## src/rtl/spi_reg_bank_if.sv

```systemverilog
// SPI pin bundle between an SPI controller and the spi_reg_bank target.
// The master modport is the controller side; the slave modport is the register bank.
interface spi_reg_bank_if;
  logic sclk;
  logic copi;
  logic ncs;
  logic cipo;

  modport master (
    output sclk,
    output copi,
    output ncs,
    input  cipo
  );

  modport slave (
    input  sclk,
    input  copi,
    input  ncs,
    output cipo
  );
endinterface

```

## src/rtl/spi_reg_bank.sv

```systemverilog
// SPI mode-0 target that decodes 16-bit write frames into the PWM configuration registers.
// Optional register readback on cipo is enabled by defining SPI_READBACK_EN.
module spi_reg_bank #(
  parameter int SYNC_STAGES = 2,
  parameter int NUM_REGS    = 5,
  parameter int FRAME_BITS  = 16
) (
  input  logic           clk,
  input  logic           rst,
  spi_reg_bank_if.slave  spi,
  output logic [7:0]     o_en_reg_out_7_0,
  output logic [7:0]     o_en_reg_out_15_8,
  output logic [7:0]     o_en_reg_pwm_7_0,
  output logic [7:0]     o_en_reg_pwm_15_8,
  output logic [7:0]     o_pwm_duty_cycle,
  output logic           o_frame_err
);

  localparam int ADDR_W    = FRAME_BITS - 9;
  localparam int CNT_W     = $clog2(FRAME_BITS + 2);
  localparam int REG_SLOTS = (NUM_REGS > 5) ? NUM_REGS : 5;

  typedef enum logic [1:0] {
    ST_IDLE,
    ST_SHIFT,
    ST_COMMIT
  } state_t;

  state_t                  r_state;
  state_t                  w_state_nxt;
  logic [SYNC_STAGES-1:0]  r_sclk_sync;
  logic [SYNC_STAGES-1:0]  r_copi_sync;
  logic [SYNC_STAGES-1:0]  r_ncs_sync;
  logic [FRAME_BITS-1:0]   r_shift;
  logic [CNT_W-1:0]        r_bit_cnt;
  logic [7:0]              r_regs [REG_SLOTS];
  logic                    r_frame_err;

  logic                    w_sclk_rise;
  logic                    w_ncs_rise;
  logic                    w_ncs_fall;
  logic                    w_copi;
  logic                    w_start;
  logic                    w_shift_en;
  logic                    w_wr_en;
  logic                    w_err;
  logic                    w_is_write;
  logic [ADDR_W-1:0]       w_addr;
  logic [7:0]              w_data;
  logic                    w_addr_ok;

  // Synchronisers are deliberately left out of reset: a chip select held low
  // across reset release must not look like a fresh falling edge.
  always_ff @(posedge clk) begin
    r_sclk_sync <= {r_sclk_sync[SYNC_STAGES-2:0], spi.sclk};
    r_copi_sync <= {r_copi_sync[SYNC_STAGES-2:0], spi.copi};
    r_ncs_sync  <= {r_ncs_sync[SYNC_STAGES-2:0],  spi.ncs};
  end

  // Edge detection on the last two synchroniser stages
  assign w_sclk_rise = r_sclk_sync[SYNC_STAGES-2] & ~r_sclk_sync[SYNC_STAGES-1];
  assign w_ncs_rise  = r_ncs_sync[SYNC_STAGES-2]  & ~r_ncs_sync[SYNC_STAGES-1];
  assign w_ncs_fall  = ~r_ncs_sync[SYNC_STAGES-2] &  r_ncs_sync[SYNC_STAGES-1];
  assign w_copi      = r_copi_sync[SYNC_STAGES-1];

  assign w_is_write = r_shift[FRAME_BITS-1];
  assign w_addr     = r_shift[FRAME_BITS-2:8];
  assign w_data     = r_shift[7:0];
  assign w_addr_ok  = int'(w_addr) < NUM_REGS;

  always_ff @(posedge clk) begin
    if (rst) begin
      r_state <= ST_IDLE;
    end else begin
      r_state <= w_state_nxt;
    end
  end

  // A chip-select rise outranks a coincident sclk rise, so the edge is dropped.
  always_comb begin
    w_state_nxt = r_state;
    w_start     = 1'b0;
    w_shift_en  = 1'b0;
    w_wr_en     = 1'b0;
    w_err       = 1'b0;
    case (r_state)
      ST_IDLE: begin
        if (w_ncs_fall) begin
          w_state_nxt = ST_SHIFT;
          w_start     = 1'b1;
        end
      end
      ST_SHIFT: begin
        if (w_ncs_rise) begin
          w_state_nxt = ST_COMMIT;
        end else if (w_sclk_rise) begin
          w_shift_en = 1'b1;
        end
      end
      ST_COMMIT: begin
        w_state_nxt = ST_IDLE;
        if (r_bit_cnt == CNT_W'(FRAME_BITS)) begin
          w_wr_en = w_is_write & w_addr_ok;
        end else begin
          w_err = 1'b1;
        end
      end
      default: begin
        w_state_nxt = ST_IDLE;
      end
    endcase
  end

  always_ff @(posedge clk) begin
    if (rst) begin
      r_shift   <= '0;
      r_bit_cnt <= '0;
    end else if (w_start) begin
      r_shift   <= '0;
      r_bit_cnt <= '0;
    end else if (w_shift_en) begin
      r_shift <= {r_shift[FRAME_BITS-2:0], w_copi};
      if (r_bit_cnt != CNT_W'(FRAME_BITS + 1)) begin
        r_bit_cnt <= r_bit_cnt + 1'b1;
      end
    end
  end

  always_ff @(posedge clk) begin
    if (rst) begin
      for (int i = 0; i < REG_SLOTS; i++) begin
        r_regs[i] <= 8'h00;
      end
      r_frame_err <= 1'b0;
    end else begin
      for (int i = 0; i < REG_SLOTS; i++) begin
        if (w_wr_en && int'(w_addr) == i) begin
          r_regs[i] <= w_data;
        end
      end
      r_frame_err <= w_err;
    end
  end

  assign o_en_reg_out_7_0  = r_regs[0];
  assign o_en_reg_out_15_8 = r_regs[1];
  assign o_en_reg_pwm_7_0  = r_regs[2];
  assign o_en_reg_pwm_15_8 = r_regs[3];
  assign o_pwm_duty_cycle  = r_regs[4];
  assign o_frame_err       = r_frame_err;

`ifdef SPI_READBACK_EN
  logic                  w_sclk_fall;
  logic [FRAME_BITS-9:0] w_hdr;
  logic [7:0]            w_rd_val;
  logic [7:0]            r_rd_data;
  logic                  r_cipo;

  assign w_sclk_fall = ~r_sclk_sync[SYNC_STAGES-2] & r_sclk_sync[SYNC_STAGES-1];
  // Header as it will look once the current sclk rise has been shifted in
  assign w_hdr       = {r_shift[FRAME_BITS-10:0], w_copi};

  always_comb begin
    w_rd_val = 8'h00;
    for (int i = 0; i < NUM_REGS; i++) begin
      if (int'(w_hdr[ADDR_W-1:0]) == i) begin
        w_rd_val = r_regs[i];
      end
    end
  end

  // Read data is loaded on the last header bit and presented on each following sclk fall.
  always_ff @(posedge clk) begin
    if (rst) begin
      r_rd_data <= 8'h00;
      r_cipo    <= 1'b0;
    end else if (r_state != ST_SHIFT || w_ncs_rise) begin
      r_rd_data <= 8'h00;
      r_cipo    <= 1'b0;
    end else if (w_shift_en && r_bit_cnt == CNT_W'(FRAME_BITS - 9)) begin
      r_rd_data <= w_hdr[FRAME_BITS-9] ? 8'h00 : w_rd_val;
    end else if (w_sclk_fall) begin
      r_cipo    <= r_rd_data[7];
      r_rd_data <= {r_rd_data[6:0], 1'b0};
    end
  end

  assign spi.cipo = r_cipo;
`else
  assign spi.cipo = 1'b0;
`endif

endmodule
```

## src/flat_wrapper.sv

```systemverilog
// flat-port wrapper written by rule: the top's interface ports become plain ports
module spi_reg_bank_flat 
#(
  parameter int SYNC_STAGES = 2,
  parameter int NUM_REGS    = 5,
  parameter int FRAME_BITS  = 16
)
  (clk, rst, o_en_reg_out_7_0, o_en_reg_out_15_8, o_en_reg_pwm_7_0, o_en_reg_pwm_15_8, o_pwm_duty_cycle, o_frame_err, spi_sclk, spi_copi, spi_ncs, spi_cipo);
  spi_reg_bank_if spi_i ();
  input  logic clk;
  input  logic rst;
  output logic [7:0] o_en_reg_out_7_0;
  output logic [7:0] o_en_reg_out_15_8;
  output logic [7:0] o_en_reg_pwm_7_0;
  output logic [7:0] o_en_reg_pwm_15_8;
  output logic [7:0] o_pwm_duty_cycle;
  output logic o_frame_err;
  input wire logic [$bits(spi_i.sclk)-1:0] spi_sclk;
  input wire logic [$bits(spi_i.copi)-1:0] spi_copi;
  input wire logic [$bits(spi_i.ncs)-1:0] spi_ncs;
  output wire logic [$bits(spi_i.cipo)-1:0] spi_cipo;
  assign spi_i.sclk = spi_sclk;
  assign spi_i.copi = spi_copi;
  assign spi_i.ncs = spi_ncs;
  assign spi_cipo = spi_i.cipo;
  spi_reg_bank #(.SYNC_STAGES(SYNC_STAGES), .NUM_REGS(NUM_REGS), .FRAME_BITS(FRAME_BITS)) u_core (.clk(clk), .rst(rst), .spi(spi_i), .o_en_reg_out_7_0(o_en_reg_out_7_0), .o_en_reg_out_15_8(o_en_reg_out_15_8), .o_en_reg_pwm_7_0(o_en_reg_pwm_7_0), .o_en_reg_pwm_15_8(o_en_reg_pwm_15_8), .o_pwm_duty_cycle(o_pwm_duty_cycle), .o_frame_err(o_frame_err));
endmodule
```

## config.mk

```make
export PLATFORM = sky130hd
export DESIGN_NAME = spi_reg_bank_flat
export DESIGN_NICKNAME = d
export VERILOG_FILES = /design/src/rtl/spi_reg_bank_if.sv /design/src/rtl/spi_reg_bank.sv /design/src/flat_wrapper.sv
export SDC_FILE = /design/constraint.sdc
export NUM_CORES = 1
export LEC_CHECK = 0
export ABC_AREA = 1
export CAP_MARGIN = 20
export CORE_MARGIN = 2
export CORE_UTILIZATION = 51
export CTS_BUF_LIST = sky130_fd_sc_hd__clkbuf_16
export DETAILED_ROUTE_END_ITERATION = 8
export PLACE_DENSITY_LB_ADDON = 0.25
export SETUP_SLACK_MARGIN = 0.5
export SLEW_MARGIN = 20
export SYNTH_ARGS = -nofsm -noshare
export SYNTH_HDL_FRONTEND = slang
export SYNTH_SLANG_ARGS = --single-unit
```

## constraint.sdc

```tcl
create_clock -name clk -period 1.7 [get_ports clk]
set_input_delay 0.425 -clock clk [delete_from_list [all_inputs] [get_ports clk]]
set_output_delay 0.425 -clock clk [all_outputs]
set_load 0.1 [all_outputs]
```

=== Word-level counts from Yosys, hierarchy flattened ===
Memory sizes are Yosys's and may differ from the RTL's.
Cells that the tools add are included.

* Add/subtract/negate cells: 1
* $mul: 0
* Div/mod/pow operators: 0
* $lt $le $gt $ge: 1
* Eq/ne operators: 10
* Shifts and indexed selects: 0
* Muxes and demuxes: 33
* Bitwise operators: 13
* Reductions and logical operators: 11

{| class="wikitable"
|+ Operators by type and width
! operator !! count
|-
| two-way mux 8 bit || 5
|-
| two-way mux 1 bit || 25
|-
| == test 7 x 3 -> 1 bit, second input constant || 2
|-
| == test 7 x 2 -> 1 bit, second input constant || 1
|-
| == test 7 x 4 -> 1 bit, second input constant || 1
|-
| zero test 7 bit || 1
|-
| less-than comparator 7 x 3 -> 1 bit, second input constant || 1
|-
| adder 5 x 1 -> 5 bit, second input constant || 1
|-
| == test 5 bit, second input constant || 1
|-
| logical AND 1 bit || 5
|-
| inequality test 5 bit, second input constant || 1
|-
| bitwise OR 1 bit || 5
|-
| bitwise AND 1 bit || 4
|-
| two-way mux 2 bit || 2
|-
| inequality test 2 x 1 -> 1 bit, second input constant || 2
|-
| inverter 1 bit || 4
|-
| one-hot mux 2 bit (2 select lines) || 1
|-
| AND reduction 2 bit || 2
|-
| OR reduction 2 bit || 2
|-
| == test 2 x 1 -> 1 bit, second input constant || 1
|-
| == test 2 bit, second input constant || 1
|-
| zero test 2 bit || 1
|}

* Bits in registers: 30
* Bits in latches: 0
* Bits in writable memories: 40
* Memory bits (read-only): 0
* Input port bits: 5
* Output and inout bits: 42
* Word-level logic and storage cells: 77
* Memories kept: 1

{| class="wikitable"
|+ Memories
! name !! depth !! bits a word !! rd ports !! clocked after Yosys merged registers in !! write ports !! line !! text
|-
| u_core.r_regs || 5 || 8 || 5 || 0 || 5 || spi_reg_bank.sv:36 || <nowiki>logic [7:0] r_regs [REG_SLOTS];</nowiki>
|}

=== Logic depth before layout (Yosys ltp) ===
* Depth in word-level cells: 9
* Gate-level depth with buffers: 9
* Depth with buffers taken out: 9

=== Worst setup path after synthesis ===
No wires, ideal clock.

* Kind: input -> register
* From: in rst
* To: mem u_core.r_regs[3][0], in the netlist u_core.r_regs[0][24], enable pin
* Setup time: 0.329 ns
* Data arrival time: 1.146 ns
* Data required time: 1.371 ns
* Path slack: 0.225 ns
* Stages: 5
* Path buffers: 0
* Cell sequence: inv_2 -> nand2_1 -> nor3_1 -> nand2_1 -> nand2_1

{| class="wikitable"
|+ RTL lines
! what !! line !! text
|-
| from (decl) || flat_wrapper.sv:11 || <nowiki>input logic rst;</nowiki>
|-
| to (decl) || spi_reg_bank.sv:36 ||
|}

==> results.sh <==
export IMPL_clkTransAtPathRegs_ns=0.06
export IMPL_drive_gt1_share_pct=54.5
export IMPL_finalNonFillerCells=368
export IMPL_cp_max_fo=8
export IMPL_reg2reg_depth=7
export IMPL_core_um2=4790
export IMPL_num_vias=2082
export IMPL_fillers=181
export IMPL_grt_pass1_wl_um=10600
export IMPL_power_frac_comb_pct=16.7
export IMPL_clock_latency_ns=0.33
export IMPL_totalPowerFinal_mw=4.48
export IMPL_maxCapViolations=0
export IMPL_yosysTopAreaCell="edfxtp_1"
export IMPL_r2r_start="u_core.r_shift[11]$_SDFFE_PP0P_"
export IMPL_die_height_um=74.7
export IMPL_routedWlPerCell_um=20.9
export IMPL_synth_nets=230
export IMPL_die_w_um=74.7
export IMPL_netSwitchingFraction_pct=28.3
export IMPL_cts_tree="done"
export IMPL_drt_pass1_iterations=4
export IMPL_finalCriticalPeriod_ns=1.66
export IMPL_fmax_mhz=603
export IMPL_ys_seq_area_share_pct=70.6
export IMPL_grt_max_degree=18
export IMPL_die_area_um2=5580
export IMPL_n_antenna_cell=0
export IMPL_grt_ovfl_total=0
export IMPL_holdPathStages=0
export IMPL_crit_path_max_incr_delay_ns=0.34
export IMPL_status="complete, no violations"
export IMPL_p_switching_mw=1.27
export IMPL_h_tree_depth=3
export IMPL_syn_avg_cell_area_um2=11.5
export IMPL_ios=47
export IMPL_powerDensity_nw_per_um2=1050
export IMPL_cts_hold_buf=0
export IMPL_p_int_mw=3.21
export IMPL_grt_pass1_vias=1969
export IMPL_critPathTopFamily="simple AND/OR/NAND/NOR gates"
export IMPL_cp_num_buf_inv=1
export IMPL_detail_route_antenna_nets=0
export IMPL_routed_via_density=5.66
export IMPL_r2r_setup_slack_ns=0.04
export IMPL_place_congestion=0.769
export IMPL_fin_crit_sh_pct=97.5
export IMPL_drcViolationCount=0
export IMPL_path_cells="nor2_2 -> nand4_1 -> nor2_2 -> o21ai_4 -> nand3_4 -> nand2_2 -> inv_2"
export IMPL_clockPowerShare_pct=40.6
export IMPL_setup_viol=0
export IMPL_ir_drop_uv=1250
export IMPL_drt_iter0_drc=278
export IMPL_finish_net_count=304
export IMPL_ys_types=26
export IMPL_grt_antenna_before_repair=0
export IMPL_max_clock_path_buffers=2
export IMPL_end_kind="register"
export IMPL_synth_seq_cells=70
export IMPL_whs_endpoint="u_core.r_copi_sync[1]$_DFF_P_"
export IMPL_ctsRootBufferMaster="clkbuf_16"
export IMPL_hold_violations=0
export IMPL_dp_hpwl_um=3860
export IMPL_routed_wl_um=7700
export IMPL_synth_area_leaders="edfxtp_1 (47%), dfxtp_1 (24%), nand2_1 (7.1%)"
export IMPL_initial_utilization_pct=53.3
export IMPL_finClkSkew_ns=0.0134
export IMPL_yosysWarnings=0
export IMPL_port_buffers=45
export IMPL_min_delay_start="u_core.r_copi_sync[0]$_DFF_P_"
export IMPL_rows=25
export IMPL_cts_inserted_buffers=9
export IMPL_grt_setup_unrepaired="true"
export IMPL_critPathSlowestCell="dfxtp_2"
export IMPL_synthCells=222
export IMPL_gr_usage_all_layers_pct=27.1
export IMPL_cp_arrival_ns=1.84
export IMPL_dpl_cell_count=335
export IMPL_min_path_type="reg -> reg"
export IMPL_finalMaxSlewViolations=0
export IMPL_cp_required_ns=1.89
export IMPL_crit_path_frequent_cell="nor2_2"
export IMPL_critPathKind="reg -> reg"
export IMPL_leakage_nw=1.70
export IMPL_synth_area_um2=2550
export IMPL_crit_path_start_kind="register"
export IMPL_worstReg2RegEnd="u_core.r_regs[0][13]$_DFFE_PP_"
export IMPL_clock_sinks=70
export IMPL_synth_top_cell_area_share_pct=47.1
export IMPL_power_share_sequential_pct=42.6
export IMPL_areaGrowthSynthToFinish_pct=66.5
==> synthesized netlist by cell type <==
master    count
a21oi_1      21
buf_2         2
buf_4         2
conb_1        1
dfxtp_1      30
edfxtp_1     40
ha_1          3
inv_1        20
inv_2         7
inv_4         1
nand2_1      48
nand2_2       2
nand2_4       1
nand3_1       6
nand3_2       3
nand3_4       1
nand4_1       2
nor2_1        9
nor2_2        2
nor2_4        2
nor3_1        4
nor4_1        1
o21ai_0       3
o21ai_1       8
o21ai_2       2
xnor2_1       1
==> cell type report <==
type                            count  area, µm²  share of cell area, %
Inverter                           28        138                   3.24
Tap cell                           67       83.8                   1.97
Clock buffer                        9        225                   5.30
Multi-Input combinational cell    120        875                   20.6
Sequential cell                    70       1820                   42.9
Timing Repair Buffer               67       1040                   24.6
Clock inverter                      7       58.8                   1.38
==> repair_timing <==
action,4_1_cts,5_1_grt
resized for setup,39,27
setup buffers,10,7
hold endpoints to repair,0,0
endpoints found under the setup margin,142,142
pin swaps,16,12
==> metal layers <==
| layer | global-route usage (%) | vias up | wire length (µm) |
|---|---|---|---|
| met3 | 6.69 | 38 | 606 |
| met5 | 0 | - | 0 |
| met1 | 32.1 | 1006 | 2870 |
| li1 | - | 892 | - |
| met2 | 46.4 | 146 | 3840 |
| met4 | 13.5 | 0 | 384 |
==> state kept, by name (all words and copies together), names as in the netlist <==
name                cells
u_core.r_ncs_sync       2
u_core.r_regs          40
u_core.r_sclk_sync      2
u_core.r_copi_sync      2
u_core.r_bit_cnt        5
u_core.o_frame_err      1
u_core.r_shift         16
u_core.r_state          2
==> power by group through the flow <==
stage / registers [mW] / clock network [mW] / logic (mW)
detailed placement: 1.94 / 0 / 0.706
global placement: 1.94 / 0 / 0.701
global route: 1.91 / 1.88 / 0.768
CTS: 1.91 / 1.78 / 0.729
finish: 1.91 / 1.82 / 0.750
floorplan: 2.28 / 0 / 0.0917
==> cells in the final DEF, fill, tap and decap left out, drive strengths merged, types with 3 or more instances in the layout <==
cell type,n
buf,63
nand2,51
edfxtp,40
inv,31
dfxtp,30
a21oi,21
o21ai,13
nor2,13
clkbuf,10
nand3,10
nor3,4
clkdlybuf4s50,3
ha,3
clkinv,3
==> how the worst max path moves through the flow <==
| stage | from | end | slack (ns) | depth (start not counted) |
|---|---|---|---|---|
| after floorplan | u_core.r_state[0]$_SDFFE_PP0P_ | u_core.r_regs[0][24]$_DFFE_PP_ | 0.35 | 7 |
| after global placement | rst | u_core.r_regs[0][13]$_DFFE_PP_ | -0.29 | 7 |
| after global routing | u_core.r_shift[11]$_SDFFE_PP0P_ | u_core.r_regs[0][15]$_DFFE_PP_ | 0.04 | 7 |
| final | u_core.r_shift[11]$_SDFFE_PP0P_ | u_core.r_regs[0][13]$_DFFE_PP_ | 0.04 | 7 |
| after detailed placement | rst | u_core.r_regs[0][31]$_DFFE_PP_ | -0.33 | 8 |
| after CTS | u_core.r_bit_cnt[1]$_SDFFE_PP0P_ | u_core.r_regs[0][18]$_DFFE_PP_ | 0.21 | 9 |
==> worst reg2reg max path: stages (launching register included) <==
cell,delay [ns]
dfxtp_2,0.34
nor2_2,0.24
nand4_1,0.17
nor2_2,0.26
o21ai_4,0.11
nand3_4,0.20
nand2_2,0.10
inv_2,0.10
==> kinds of logic (layout without fill, tap and decap cells) <==
logic type	Yosys count	count (layout)	share of synthesized area [%]
compound gates	34	34	6.96
simple gates	81	81	15.3
xor+xnor	1	1	0.343
flops	70	70	70.6
buf+inv	32	111	5.20
fa+ha+maj	3	3	1.47
other cells	1	1	0.147
==> metrics by stage <==
step | setup slack, ns | instance area [µm²] | hold slack (ns) | utilization (%) | TNS (ns)
6_report | 0.0419 | 4250 | 0.332 | 88.7 | 0
3_3_place_gp | -0.293 | 3610 | 0.311 | 75.5 | -19.83
2_1_floorplan | 0.352 | 2650 | 0.310 | - | 0
3_5_place_dp | -0.326 | 3610 | 0.314 | 75.5 | -22.40
4_1_cts | 0.209 | 4120 | 0.325 | 86.0 | 0
5_1_grt | 0.0361 | 4250 | 0.337 | 88.7 | 0
Power figures use the tool's default switching activity.
